<file path="config.mk">
export PLATFORM = sky130hd
export DESIGN_NAME = fan_pwm_ctrl
export DESIGN_NICKNAME = d
export VERILOG_FILES = /design/src/rtl/fan_pwm_pkg.sv /design/src/rtl/fan_pwm_channel.sv /design/src/rtl/fan_pwm_ctrl.sv
export SDC_FILE = /design/constraint.sdc
export NUM_CORES = 1
export LEC_CHECK = 0
export ABC_CLOCK_PERIOD_IN_PS = 10120
export CAP_MARGIN = 20
export CORE_MARGIN = 10
export CORE_UTILIZATION = 60
export CTS_BUF_LIST = sky130_fd_sc_hd__clkbuf_2
export DETAILED_ROUTE_END_ITERATION = 10
export PLACE_DENSITY = 0.77
export SLEW_MARGIN = 30
export SYNTH_ARGS = -nofsm -noshare
export SYNTH_HDL_FRONTEND = slang
export SYNTH_HIERARCHICAL = 1
export SYNTH_SLANG_ARGS = --single-unit
export TNS_END_PERCENT = 10
</file>
<file path="constraint.sdc">
create_clock -name clk -period 10.12 [get_ports clk]
set_input_delay 1.518 -clock clk [delete_from_list [all_inputs] [get_ports clk]]
set_output_delay 1.518 -clock clk [all_outputs]
set_load 0.02 [all_outputs]
</file>
<file path="src/rtl/fan_pwm_pkg.sv">
// fan_pwm_pkg: shared channel state type and PWM period constants
package fan_pwm_pkg;
  typedef enum logic [1:0] {ST_OFF, ST_KICK, ST_RAMP, ST_STEADY} ch_state_e;
  localparam int W_DEF = 8;
  localparam int P = (1 << W_DEF) - 1;
  function automatic int period_of(input int w);
    return (1 << w) - 1;
  endfunction
endpackage

</file>
<file path="src/rtl/fan_pwm_channel.sv">
// fan_pwm_channel: per-channel target/applied duty, kick-start and ramp FSM, PWM compare
module fan_pwm_channel
  import fan_pwm_pkg::*;
#(
  parameter int W      = 8,
  parameter int STEP   = 4,
  parameter int KICK   = 2,
  parameter int INVERT = 0
) (
  input  logic         clk,
  input  logic         arst,
  input  logic         i_wr,
  input  logic [W-1:0] i_duty,
  input  logic [W-1:0] i_cnt,
  input  logic         i_bnd,
  output logic         o_pwm,
  output logic         o_busy
);
  localparam logic [W:0]   STEPX = (W+1)'(STEP);
  localparam logic [W-1:0] STEPW = W'(STEP);
  localparam logic         INV   = 1'(INVERT);
  ch_state_e    r_st, w_st;
  logic [W-1:0] r_tgt, r_cur, w_cur, w_tgt, w_eff, w_first, w_step;
  logic [W:0]   w_dst;
  logic [3:0]   r_kc, w_kc;
  logic         w_up, r_pwm;
  assign w_tgt   = i_wr ? i_duty : r_tgt;
  assign w_eff   = (r_st == ST_KICK) ? '1 : r_cur;
  assign w_first = ({1'b0, w_tgt} < STEPX) ? w_tgt : STEPW;
  assign w_up    = w_tgt > r_cur;
  assign w_dst   = w_up ? {1'b0, w_tgt} - {1'b0, r_cur} : {1'b0, r_cur} - {1'b0, w_tgt};
  // A full step is only taken when the gap exceeds STEP, so it can never overshoot or wrap.
  assign w_step  = (w_dst <= STEPX) ? w_tgt : (w_up ? r_cur + STEPW : r_cur - STEPW);
  assign o_busy  = (r_st == ST_KICK) || (r_st == ST_RAMP);
  assign o_pwm   = r_pwm;
  always_comb begin
    w_st = r_st;
    w_cur = r_cur;
    w_kc = r_kc;
    if (i_bnd) begin
      unique case (r_st)
        ST_OFF: if (w_tgt != '0) begin
          w_st = (KICK == 0) ? ST_RAMP : ST_KICK;
          w_cur = (KICK == 0) ? w_first : '0;
          w_kc = 4'(KICK);
        end
        ST_KICK: begin
          w_st = (w_tgt == '0) ? ST_OFF : (r_kc == 4'd1) ? ST_RAMP : ST_KICK;
          w_cur = (w_tgt == '0) ? '0 : (r_kc == 4'd1) ? w_first : r_cur;
          w_kc = (w_tgt == '0 || r_kc == 4'd1) ? '0 : r_kc - 4'd1;
        end
        default: if (r_st == ST_RAMP || w_tgt != r_cur) begin
          w_cur = w_step;
          w_st = (w_step != w_tgt) ? ST_RAMP : (w_tgt == '0) ? ST_OFF : ST_STEADY;
        end
      endcase
    end
  end
  always_ff @(posedge clk) begin
    if (arst) begin
      r_tgt <= '0;
      r_cur <= '0;
      r_st <= ST_OFF;
      r_kc <= '0;
      r_pwm <= INV;
    end else begin
      r_tgt <= w_tgt;
      r_cur <= w_cur;
      r_st <= w_st;
      r_kc <= w_kc;
      r_pwm <= (i_cnt < w_eff) ^ INV;
    end
  end
endmodule

</file>
<file path="src/rtl/fan_pwm_ctrl.sv">
// fan_pwm_ctrl: shared period counter and tick driving CH kick-start/ramping PWM channels
module fan_pwm_ctrl
  import fan_pwm_pkg::*;
#(
  parameter int CH     = 4,
  parameter int W      = 8,
  parameter int STEP   = 4,
  parameter int KICK   = 2,
  parameter int INVERT = 0
) (
  input  logic          clk,
  input  logic          arst,
  input  logic          wr_en,
  input  logic [3:0]    wr_ch,
  input  logic [W-1:0]  wr_duty,
  output logic [CH-1:0] pwm_out,
  output logic [CH-1:0] busy,
  output logic          period_tick
);
  localparam int PER = period_of(W);
  logic [W-1:0] r_cnt;
  logic         r_tick, w_bnd;
  assign w_bnd = r_cnt == W'(PER - 1);
  assign period_tick = r_tick;
  always_ff @(posedge clk) begin
    if (arst) begin
      r_cnt <= '0;
      r_tick <= 1'b0;
    end else begin
      r_cnt <= w_bnd ? '0 : r_cnt + W'(1);
      r_tick <= w_bnd;
    end
  end
  genvar g;
  generate
    for (g = 0; g < CH; g++) begin : g_ch
      fan_pwm_channel #(.W(W), .STEP(STEP), .KICK(KICK), .INVERT(INVERT)) u_ch (
        .clk    (clk),
        .arst   (arst),
        .i_wr   (wr_en && wr_ch == 4'(g)),
        .i_duty (wr_duty),
        .i_cnt  (r_cnt),
        .i_bnd  (w_bnd),
        .o_pwm  (pwm_out[g]),
        .o_busy (busy[g])
      );
    end
  endgenerate
endmodule
</file>
### Word-level counts from Yosys, hierarchy flattened

Cells that the tools add are included.

* output and inout port bits: 9
* register bits after elaboration: 101

* eq/ne operators: 32
* $lt $le $gt $ge: 16
* add/subtract/negate cells: 21
* reduce and logical (&&, ||, !) cells: 50
* mux-type cells: 84

Operator list (number)
* two-way mux 8 bit: 36
* subtractor 8 x 8 -> 9 bit: 8
* != test 8 bit: 8
* case mux 8 bit (2 select lines): 4
* two-way mux 2 bit: 24
* <= comparator 9 x 3 -> 1 bit (second input constant): 4
* two-way mux 9 bit: 4
* adder 8 x 3 -> 8 bit (second input constant): 4
* > comparator 8 bit: 4
* zero test 8 bit: 4
* < comparator 8 x 3 -> 1 bit (second input constant): 4
* < comparator 8 bit: 4
* two-way mux 4 bit: 8
* case mux 4 bit (2 select lines): 4
* nonzero test 8 bit: 4
* subtractor 8 x 3 -> 8 bit (second input constant): 4
* AND reduction 3 bit: 8
* == test 4 x 1 -> 1 bit (second input constant): 5
* case mux 2 bit (2 select lines): 4
* AND reduction 4 bit: 4
* subtractor 4 x 1 -> 4 bit (second input constant): 4
* logical OR 1 bit: 12
* != test 3 bit (second input constant): 4
* nonzero test 3 bit: 4
* 11 further kinds: 30

### Depth between registers and ports, before layout

* depth in word-level cells: 11
* mapped depth: 22
* mapped depth without buffers: 20

### Hierarchy

Netlist, hierarchy kept.

By module, submodules not included
* fan_pwm_channel (g_ch[2].u_ch ...): area each 2488.6 um^2, times used 2, cells an instance 311
* fan_pwm_channel (g_ch[0].u_ch): area each 2549.9 um^2, times used 1, cells an instance 311
* fan_pwm_channel (g_ch[1].u_ch): area each 2454.9 um^2, times used 1, cells an instance 313
* fan_pwm_ctrl: area each 432.9 um^2, times used 1, cells an instance 48

### Worst setup path before layout

Ideal clock, no wire load.

* path kind: input to register
* start point: input port wr_ch[3]
* end point: register g_ch[0].u_ch.r_st[1]
* library setup time: 0.095 ns
* arrival: 5.814 ns
* setup slack: 4.211 ns
* stages on the path: 19
* path buffers: 1
* path through: nor3b_1 nor3b_1 buf_2 mux2i_1 inv_1 ha_1 nor2b_2 o21ai_2 a211oi_2 o221ai_4 ha_1 nand3_1 a21boi_0 mux2i_1 nand2_1 xnor3_1 nand4_1 o211ai_1 a221oi_1

* longest elaborated chain between the ends: 11
* elaborated cells between the ends (all ways): 23

RTL lines
* from (decl): RTL line fan_pwm_ctrl.sv:14 `input logic [3:0] wr_ch,`
* zero test 4 bit *: RTL line fan_pwm_ctrl.sv:40 `.i_wr (wr_en && wr_ch == 4'(g)),`
* logical AND 1 bit *: RTL line fan_pwm_ctrl.sv:40
* two-way mux 8 bit *: RTL line fan_pwm_channel.sv:27 `assign w_tgt = i_wr ? i_duty : r_tgt;`
* named net g_ch[0].u_ch.w_tgt[1]: RTL line fan_pwm_channel.sv:23 `logic [W-1:0] r_tgt, r_cur, w_cur, w_tgt, w_eff, w_first, w_step;`
* subtractor 8 x 8 -> 9 bit / > comparator 8 bit (equally long branches): RTL line fan_pwm_channel.sv:31, fan_pwm_channel.sv:30
* two-way mux 9 bit: RTL line fan_pwm_channel.sv:31 `assign w_dst = w_up ? {1'b0, w_tgt} - {1'b0, r_cur} : {1'b0, r_cur} - {1'b0, w_tgt};`
* <= comparator 9 x 3 -> 1 bit: RTL line fan_pwm_channel.sv:33 `assign w_step = (w_dst <= STEPX) ? w_tgt : (w_up ? r_cur + STEPW : r_cur - STEPW);`
* two-way mux 8 bit: RTL line fan_pwm_channel.sv:33
* != test 8 bit: RTL line fan_pwm_channel.sv:54 `w_st = (w_step != w_tgt) ? ST_RAMP : (w_tgt == '0) ? ST_OFF : ST_STEADY;`
* two-way mux 2 bit: RTL line fan_pwm_channel.sv:54
* two-way mux 2 bit: RTL line fan_pwm_channel.sv:52 `default: if (r_st == ST_RAMP || w_tgt != r_cur) begin`
* case mux 2 bit (2 select lines): RTL line fan_pwm_channel.sv:41 `unique case (r_st)`
* to (signal assigned): RTL line fan_pwm_channel.sv:69 `r_st <= w_st;`
* to (decl): RTL line fan_pwm_channel.sv:22 `ch_state_e r_st, w_st;`

The timed path passes the listed nets; every way through them passes the cells marked *. The select of a mux whose other input is x is not followed.
A chain may end at the register's enable or synchronous reset.

### Final worst setup path

* start point: input port wr_en
* end point: register g_ch[1].u_ch.r_st[1]

* longest elaborated chain between the ends: 10
* elaborated cells between the ends (all ways): 22

RTL lines
* from (decl): RTL line fan_pwm_ctrl.sv:13 `input logic wr_en,`
* logical AND 1 bit *: RTL line fan_pwm_ctrl.sv:40
* two-way mux 8 bit *: RTL line fan_pwm_channel.sv:27
* named net g_ch[1].u_ch.w_tgt[5]: RTL line fan_pwm_channel.sv:23
* subtractor 8 x 8 -> 9 bit / > comparator 8 bit (equally long branches): RTL line fan_pwm_channel.sv:31, fan_pwm_channel.sv:30
* two-way mux 9 bit: RTL line fan_pwm_channel.sv:31
* <= comparator 9 x 3 -> 1 bit: RTL line fan_pwm_channel.sv:33
* two-way mux 8 bit: RTL line fan_pwm_channel.sv:33
* != test 8 bit: RTL line fan_pwm_channel.sv:54
* two-way mux 2 bit: RTL line fan_pwm_channel.sv:54
* two-way mux 2 bit: RTL line fan_pwm_channel.sv:52
* case mux 2 bit (2 select lines): RTL line fan_pwm_channel.sv:41
* to (signal assigned): RTL line fan_pwm_channel.sv:69
* to (decl): RTL line fan_pwm_channel.sv:22

Marked as above.

==> results.toml <==
[status]
status = "completed"

[floorplan]
rows = 48
die_y_um = 152
pin_count = 24
coreArea_mm2 = 0.0172
dieArea_mm2 = 0.0230
start_util_pct = 60.6
die_w_um = 152

[final_layout]
multi_input_area_mm2 = 0.00769
regArea_mm2 = 0.00202
fin_nets = 1441
finalNonFillerCells = 1515
nFillCells = 1531
fin_area_mm2 = 0.0108
area_growth_syn_to_layout_pct = 3.46
drive_above_1_share_pct = 5.90

[run]
drv_cap = 0

[power_and_ir_drop]
p_leak_nw = 4.70
p_per_area_mw_per_mm2 = 80.4
ir_worst_vdd_v = 0.0000549
p_sw_share_pct = 36.0
p_seq_share_pct = 47.1
switchingPower_w = 0.000312
finalPower_w = 0.000866
p_clk_share_pct = 21.6
power_frac_comb_pct = 31.3
p_int_w = 0.000555

[synthesis]
ys_types = 98
synthTopCellsByCount = "153 x nor2_1, 130 x ha_1, 109 x inv_1"
ys_ff_latch = 101
netlist_area_mm2 = 0.0104
synth_top_cell_area_share_pct = 19.4
ys_seq_area_share_pct = 19.4
syn-instance-count = 1294
synth.most_common_cell = "nor2_1"
ys_dominant_reg_cell = "dfxtp_1"
synth_edf_count = 0
synthArstFlopShare_pct = 0
avgSynthCellArea_um2 = 8.05
synth_top_area_cell = "dfxtp_1"
synth.area.top_cells = "dfxtp_1 19%, ha_1 16%, nor2_1 5.5%"
synth_nets = 1451
yosysWarningCount = 6

[clock_network]
h-tree-depth = 3
clock_latency_ns = 0.64
clockBufferDepth = 2
cts_resized = 0
cts_tree = "done"
clkTransAtPathRegs_ns = 0.29
cts_hold_buffers = 0
cts_made_buffers = 9
postCtsSetupBuffers = 0
clock-sinks = 101
cts-root-buf = "clkbuf_2"

[sta]
hold_violations = 0
slew_violations = 0
fmax_mhz = 151
post-route-period-util_pct = 65.5
post-route-min-period_ns = 6.63
rsz0062_at_grt = "false"
tns_ns = 0
fin_skew_ns = 0.0243
tightest_slew_ns = 0.856
final.setup.worst_slack_ns = 3.49
setup_viol = 0
slew-limit-headroom_pct = 42.9

[place]
place_worst_setup_slack_ns = 2.93
hpwlAfterDp_um = 19800
port_buffers = 23
dpl_cell_area_mm2 = 0.0107
placed_cells = 1498
gp_congestion = 0.930

[worst_setup_path]
end_kind = "flop"
slowest_delay_ns = 0.66
path_cells = "clkdlybuf4s50_1 > nor3b_1 > nand2_1 > nor2_1 > buf_4 > mux2i_1 > inv_1 > ha_1 > and4_1 > and2_1 > nor2_1 > a21oi_1 > ha_1 > a211oi_1 > o21bai_1 > a21oi_1 > xnor2_1 > xnor3_1 > nand4_1 > nand3_1 > a221oi_1"
cp-start-kind = "input pin"
cp.required_ns = 10.68
cpMaxStageDelayCell = "a21oi_1"
ff2ff_setup_slack_ns = 5.47
worstPathArrival_ns = 7.19
worstPathMaxFanout = 13
critical_path_class = "in2reg"

[grt]
grt_pass1_vias = 8683
overflow = 0
antenna_found_initial = 1
grt_start_max_net_pins = 49
grt_pass1_wl_um = 42200
grt_use_total_pct = 22.0

[hold_path]
hold_path_class = "reg2reg"

[routing]
wl_um = 25300
antenna_left = 0
drc = 0
drt-vias-per-instance = 6.10
drt_pass1_iterations = 6
drtIter0Drc = 751
vias = 9242
wl_per_cell_um = 16.7
## per-layer routing
metal	vias to the layer above	global-route usage, %	routed length [um]
met5	-	0	0
met4	0	6.43	398
met3	32	2.64	1140
met2	249	36.7	11900
met1	4370	29.2	11800
li1	4591	-	-
## cell type report
cell class	instances	area share [%]
multi-input combinational	1033	71.4
sequential	101	18.8
clock buffer	9	0.418
timing repair buffer	26	2.30
antenna	1	0.0232
tap	225	2.61
inverter	113	4.01
clock inverter	7	0.523
## cells by family after synthesis
logic type               Yosys count  share of synthesized area, %
adder cells (fa/ha/maj)          142                          17.9
buffers and inverters            160                          6.93
multiplexers                      58                          6.08
AND/OR/NAND/NOR                  422                          20.0
XOR/XNOR                          75                          6.84
flip-flops                       101                          19.4
AO/OA/AOI/OAI                    336                          22.8
## flip-flops by register name (all words and copies together) (netlist names)
register         count
g_ch.u_ch/o_pwm      4
g_ch.u_ch/r_tgt     32
g_ch.u_ch/r_cur     32
r_cnt                8
g_ch.u_ch/r_kc      16
period_tick          1
g_ch.u_ch/r_st       8
## critical path, delay by kind of cell
kind,cells,cell delay (ns)
simple gates,8,1.51
compound gates,5,1.51
fa+ha+maj,2,0.95
buf+inv,3,0.84
xor+xnor,2,0.43
mux,1,0.42
## path summary, 6_finish.rpt
check                                         start  cells past startpoint                                 to
setup / recovery                              wr_en                     21  g_ch[1].u_ch/r_st[1]$_SDFFE_PP0P_
hold / removal    g_ch[3].u_ch/r_kc[1]$_SDFFE_PP0P_                      2  g_ch[3].u_ch/r_kc[1]$_SDFFE_PP0P_
setup reg to reg   g_ch[1].u_ch/r_tgt[5]$_SDFF_PP0_                     16  g_ch[1].u_ch/r_st[1]$_SDFFE_PP0P_
hold reg to reg   g_ch[3].u_ch/r_kc[1]$_SDFFE_PP0P_                      2  g_ch[3].u_ch/r_kc[1]$_SDFFE_PP0P_
## placed cells by master, fill, tap and decap left out, types with 12 or more instances in the layout
cell type	synthesis	routed
nand2_1	73	73
nor2b_1	16	16
nor3_1	47	47
a21oi_1	93	93
fa_1	12	12
a21o_1	36	36
nand3_1	17	17
mux2i_1	46	46
clkdlybuf4s50_1	0	22
inv_1	109	109
and2_1	16	16
o21ai_0	40	40
nand2b_1	18	18
a211oi_1	24	24
xor2_1	13	13
xnor2_1	58	58
dfxtp_1	101	101
nor2_1	153	153
nand4_1	14	14
o21ai_1	18	18
ha_1	130	130
## stage by stage
step / utilization, % / hold WS [ns]
floorplan: - / 0.472
global placement: 62.1 / 0.507
detailed placement: 62.1 / 0.515
CTS: 62.6 / 0.543
global route: 62.7 / 0.575
finish: 62.7 / 0.545
## power by group through the flow
stage	sequential, W	clock, W	combinational [W]
finish	0.000408	0.000187	0.000271
global route	0.000409	0.000208	0.000297
CTS	0.000408	0.000195	0.000267
detailed placement	0.000415	0	0.000267
global placement	0.000415	0	0.000264
floorplan	0.000416	0	0.000210
Power figures use the tool's default switching activity.
